--- src/rtl/handshake_constant_rep.sv ---
// handshake_constant_rep
// Elastic constant source: every accepted ctrl token is expanded into a burst
// of REPEAT output tokens carrying VALUE, with outs_last marking the final
// token of each burst. Outputs come straight from registers, so the valid path
// from upstream is broken. Backpressure is honoured: data is held while
// outs_valid is high and outs_ready is low.
//
// Optional feature, enabled by defining HANDSHAKE_CONSTANT_STEP_EN:
//   repetition k of a burst carries (VALUE + k*STEP) mod 2^DATA_WIDTH. The
//   value is built incrementally with a DATA_WIDTH-wide adder that wraps
//   silently. Without the macro every token carries VALUE, STEP is ignored
//   and no adder exists.
module handshake_constant_rep #(
   parameter int                    DATA_WIDTH = 32,
   parameter logic [DATA_WIDTH-1:0] VALUE      = '0,
   parameter int                    REPEAT     = 1,
   parameter logic [DATA_WIDTH-1:0] STEP       = DATA_WIDTH'(1)
) (
   input  logic                  clk,
   input  logic                  rst,
   input  logic                  ctrl_valid,
   output logic                  ctrl_ready,
   output logic [DATA_WIDTH-1:0] outs,
   output logic                  outs_valid,
   input  logic                  outs_ready,
   output logic                  outs_last
);

   // A REPEAT of 0 is treated as a single-token burst.
   localparam int REP_EFF = (REPEAT < 1) ? 1 : REPEAT;
   localparam int CNT_W   = (REP_EFF <= 2) ? 1 : $clog2(REP_EFF);
   localparam logic [CNT_W-1:0] LAST_IDX = CNT_W'(REP_EFF - 1);
   localparam logic FIRST_IS_LAST = (REP_EFF == 1);

   typedef enum logic {
      IDLE = 1'b0,
      EMIT = 1'b1
   } state_t;

   state_t                state_q, state_d;
   logic [CNT_W-1:0]      cnt_q, cnt_d;
   logic [CNT_W-1:0]      cnt_inc;
   logic [DATA_WIDTH-1:0] outs_q, outs_d;
   logic                  last_q, last_d;
   logic                  ctrl_fire;
   logic                  outs_fire;
   logic [DATA_WIDTH-1:0] outs_next_rep;

   // outs_valid is the registered state itself, so nothing combinational
   // reaches it from the inputs.
   assign outs_valid = (state_q == EMIT);
   assign outs       = outs_q;
   assign outs_last  = last_q;

   // A new trigger is taken when idle, or when the final token of the current
   // burst leaves this cycle; this gives back-to-back bursts with no bubble.
   // Deliberately independent of ctrl_valid.
   assign ctrl_ready = !outs_valid || (outs_ready && last_q);

   assign ctrl_fire = ctrl_valid && ctrl_ready;
   assign outs_fire = outs_valid && outs_ready;
   assign cnt_inc   = cnt_q + 1'b1;

`ifdef HANDSHAKE_CONSTANT_STEP_EN
   // Next repetition value: wraps modulo 2^DATA_WIDTH, carry discarded.
   assign outs_next_rep = outs_q + STEP;
`else
   // Every repetition repeats the constant; STEP plays no part.
   assign outs_next_rep = outs_q;
`endif

   // Next-state, repetition counter and output data selection.
   always_comb begin
      state_d = state_q;
      cnt_d   = cnt_q;
      outs_d  = outs_q;
      last_d  = last_q;
      if (ctrl_fire) begin
         // Start of a burst (from IDLE, or chained onto a finishing burst).
         state_d = EMIT;
         cnt_d   = '0;
         outs_d  = VALUE;
         last_d  = FIRST_IS_LAST;
      end else if (outs_fire) begin
         if (last_q) begin
            // Burst finished with no new trigger: outs keeps its last value.
            state_d = IDLE;
            last_d  = 1'b0;
         end else begin
            // Advance to the next repetition; the counter stops at LAST_IDX.
            cnt_d  = cnt_inc;
            last_d = (cnt_inc == LAST_IDX);
            outs_d = outs_next_rep;
         end
      end
   end

   // State, counter and output registers; reset abandons any burst.
   always_ff @(posedge clk or posedge rst) begin
      if (rst) begin
         state_q <= IDLE;
         cnt_q   <= '0;
         outs_q  <= '0;
         last_q  <= 1'b0;
      end else begin
         state_q <= state_d;
         cnt_q   <= cnt_d;
         outs_q  <= outs_d;
         last_q  <= last_d;
      end
   end

endmodule

--- config.mk ---
export PLATFORM = sky130hd
export DESIGN_NAME = handshake_constant_rep
export DESIGN_NICKNAME = d
export VERILOG_FILES = /design/src/rtl/handshake_constant_rep.sv
export SDC_FILE = /design/constraint.sdc
export NUM_CORES = 1
export LEC_CHECK = 0
export CAP_MARGIN = 20
export CELL_PAD_IN_SITES_DETAIL_PLACEMENT = 1
export CELL_PAD_IN_SITES_GLOBAL_PLACEMENT = 2
export CORE_MARGIN = 2
export CORE_UTILIZATION = 12
export CTS_CLUSTER_SIZE = 16
export DETAILED_ROUTE_END_ITERATION = 10
export PLACE_DENSITY = 0.7
export SLEW_MARGIN = 10
export SYNTH_ARGS = -nofsm -noshare
export SYNTH_HDL_FRONTEND = slang
export SYNTH_SLANG_ARGS = --single-unit
--- constraint.sdc ---
create_clock -name clk -period 0.8 [get_ports clk]
set_input_delay 0.16 -clock clk [delete_from_list [all_inputs] [get_ports clk]]
set_output_delay 0.16 -clock clk [all_outputs]
set_load 0.01 [all_outputs]
==> metrics.md <==
| Metric | Value |
|---|---|
| Drt drc | 0 |
| Final Wtd Congestion | about 0.55 |
| Port bufs | 6 |
| PnR worst setup slack | -240.7 ps |
| Crit Path Category | reg2out |
| Crit end category | primary output |
| DIE HEIGHT | around 63 um |
| Ant. Diodes | 0 |
| Leading area contributor after synthesis | buf_4 |
| Layout area overhead | 12.35% |
| Status | complete, but fails checks |
| Compound-gate portion of the synthesized area | 6.627% |
| Register area share after synthesis | 18.07% |
| Post-synthesis mux area share | 0% |
| Critical Path AT | just under 900 ps |
| HP Class | in2async |
| Post-synthesis cell area | 415.4 um^2 |
| Synthesized instance count | between 40 and 50 |
| Starting density of the core | 12.45% |
| Vias per cell | 2.394 |
| Distinct cell type count after synthesis | 14 |
| # setup viols final | 6 |
| Clock root buffer | clkbuf_4 |
| Skew-Pair Late Insertion Delay | between 200 and 300 ps |
| First-pass GRT wire length | 890 um |
| Total CTS buffers | 3 |
| Leak | 0.2422 nW |
| Num Clock Sinks | 3 |
| DR pass1 iterations | 2 |
| Number of synthesized flops with an enable pin | 0 |
| CTS tree | done |
| Largest net degree at the start of global routing | 7 |
| Hold WS | 80.60 ps |
| Worst reg2reg path depth | 3 |
| Final Cell Area | 466.7 um^2 |
| Crit path time final | 1041 ps |
| Routed Antenna Nets | 0 |
| Pins Over Slew Limit | 0 |
| Count leader, synth | buf_4 |
| Clk slew on worst S/H paths | 40 ps |
| Max cap viols | 0 |
| Vias post-DR | approximately 260 |
| Final Skew | roughly 8.0 ps |
| Cell Area, Placed | approximately 440 um^2 |
| Core ar. | 3337 um^2 |
| Ratio of cells with drive above 1 in the final layout | 26.98% |
| Synthesized area per cell | 8.478 um^2 |
| Die area | 3948 um^2 |
| Main synth FF type | dfrtp_1 |
| GRT overflow | 0 |
| Initial antenna violation count | 0 |
| Share of the synthesized area in the top cell type | between 50% and 60% |
| Vias in the first global route | 203 |
| Synthesized flop and latch total | 3 |
| Routed len/inst | 5.670 um |
| Post-Synth Adder-Cell Area | 0% |
| Synth top cells by count | buf_4 (32), dfrtp_1 (3), nand2_1 (3) |
| GR Util met3 | 3.063% |
| Die W | 62.84 um |
| Filler cell count | about 410 |
| Largest family of logic cells by synthesized area | buffers and inverters |
| Met1 Use GR | under 10% |
| Total Nets Final | 68 |
| Busiest grt layer | met2 |
| I/O pin count | 39 |
| Ys async rst share | 100.0% |
| CP startpoint kind | flop |
| Final Hold Fails | 0 |
| GRT Util Overall | about 3.3% |
| # H-tree levels | 1 |
| RSZ-0062 raised after global routing | true |
| FMAX | between 0.9 and 1 GHz |
| Worst vdd ir | between 400 and 500 uV |
| Multi-input logic area | ~220 um^2 |
| DP HPWL | 510.7 um |
| Synth top area cells | buf_4 (58%), dfrtp_1 (18%), nor2b_4 (3.3%), a211oi_2 (3.0%), nand2_1 (2.7%) |
| Critical-path maximum fanout | 3 |
| Worst path required time | 640 ps |
| Clock Path Buffers | 2 |
| Pre-CTS setup slack | -696.9 ps |
| Power per cell area | 2221 nW/um^2 |
| Post-Synth XOR/XNOR Area | 0% |
| DRT iter0 DRCs | 8 |
| # hold bufs at CTS | 0 |
| Core Rows | 21 |
| Simple logic cell fraction of the synthesized area | 15.66% |
| Routing usage on met2 | 4.435% |
| Final WL | 618 um |
| YS warnings | 0 |
| Crit share post-route | 130.1% |
| Register area | 77.57 um^2 |
| Failing checks | setup timing |
stage by stage:
stage / instances / util (%) / setup TNS, ps / total power, mW
2_1_floorplan: 80 / - / -56.58 / 0.6570
3_3_place_gp: 104 / 13.24 / -2138 / 0.7587
3_5_place_dp: 104 / 13.24 / -2249 / 0.7801
4_1_cts: 109 / 13.99 / -1025 / 1.051
5_1_grt: 109 / 13.99 / -1170 / 1.127
6_report: 109 / 13.99 / -960.2 / 1.037
logic make-up (layout without fill, tap and decap cells):
family,after synthesis,in the layout
buffers and inverters,33,16
AND/OR/NAND/NOR,9,9
AO/OA/AOI/OAI,3,3
flip-flops,3,3
other,1,32
final timing paths:
check	from	end	slack [ps]
min in group clk	outs_ready	outs_last	490
worst min register to register	cnt_q	outs_last	590
worst max-delay path	outs_last	ctrl_ready	-240
max in group asynchronous	rst	outs_last	570
worst max register to register	outs_valid	outs_last	-170
worst min-delay path	rst	outs_valid	80
cell type report:
class	count	share of cell area (%)
repair buffers	11	17.43
multi-input cells	44	47.18
flip-flops and latches	3	16.62
inverters	1	0.8043
well taps	46	12.33
clock buffers	4	5.630
state kept, by name (all words and copies together), names as in the netlist:
name and flops:
outs_valid 1, outs_last 1, cnt_q 1
critical path: stages, from the launching register on:
cell,delay [ps]
dfrtp_2,400
nand2_2,70
nand2_1,40
buf_2,130
where the power goes:
part,internal (mW),leakage [nW],switching [mW]
logic,0.232,0.195,0.250
clock network,0.188,0.0150,0.0952
registers,0.219,0.0325,0.0530
total,0.639,0.242,0.398
layer usage:
layer / vias up / part of all wire [%]
met5: - / 0
met4: 0 / 3.7
met3: 2 / 17
met2: 20 / 51
met1: 118 / 28
li1: 121 / -
cell usage in the layout, fill, tap and decap left out:
master	synthesis	routed
a211oi_2	1	1
a21o_1	1	1
and4b_1	1	1
buf_2	0	3
buf_4	32	5
clkbuf_1	0	1
clkbuf_4	0	3
clkdlybuf4s50_1	0	2
conb_1	1	32
dfrtp_1	3	1
dfrtp_2	0	2
dlygate4sd2_1	0	1
inv_1	1	1
nand2_1	3	2
nand2_2	0	1
nand2b_1	1	1
nand3b_1	1	1
nand4bb_1	1	1
nor2b_4	1	1
nor3_2	0	1
o211ai_1	1	1
timing repair:
item,CTS,global route
pin swaps,3,0
buffers inserted,2,0
gates resized for setup,15,0
hold endpoints to repair,0,0
endpoints found under the setup margin,6,6
Note: power is estimated with default switching activity, not from simulation.
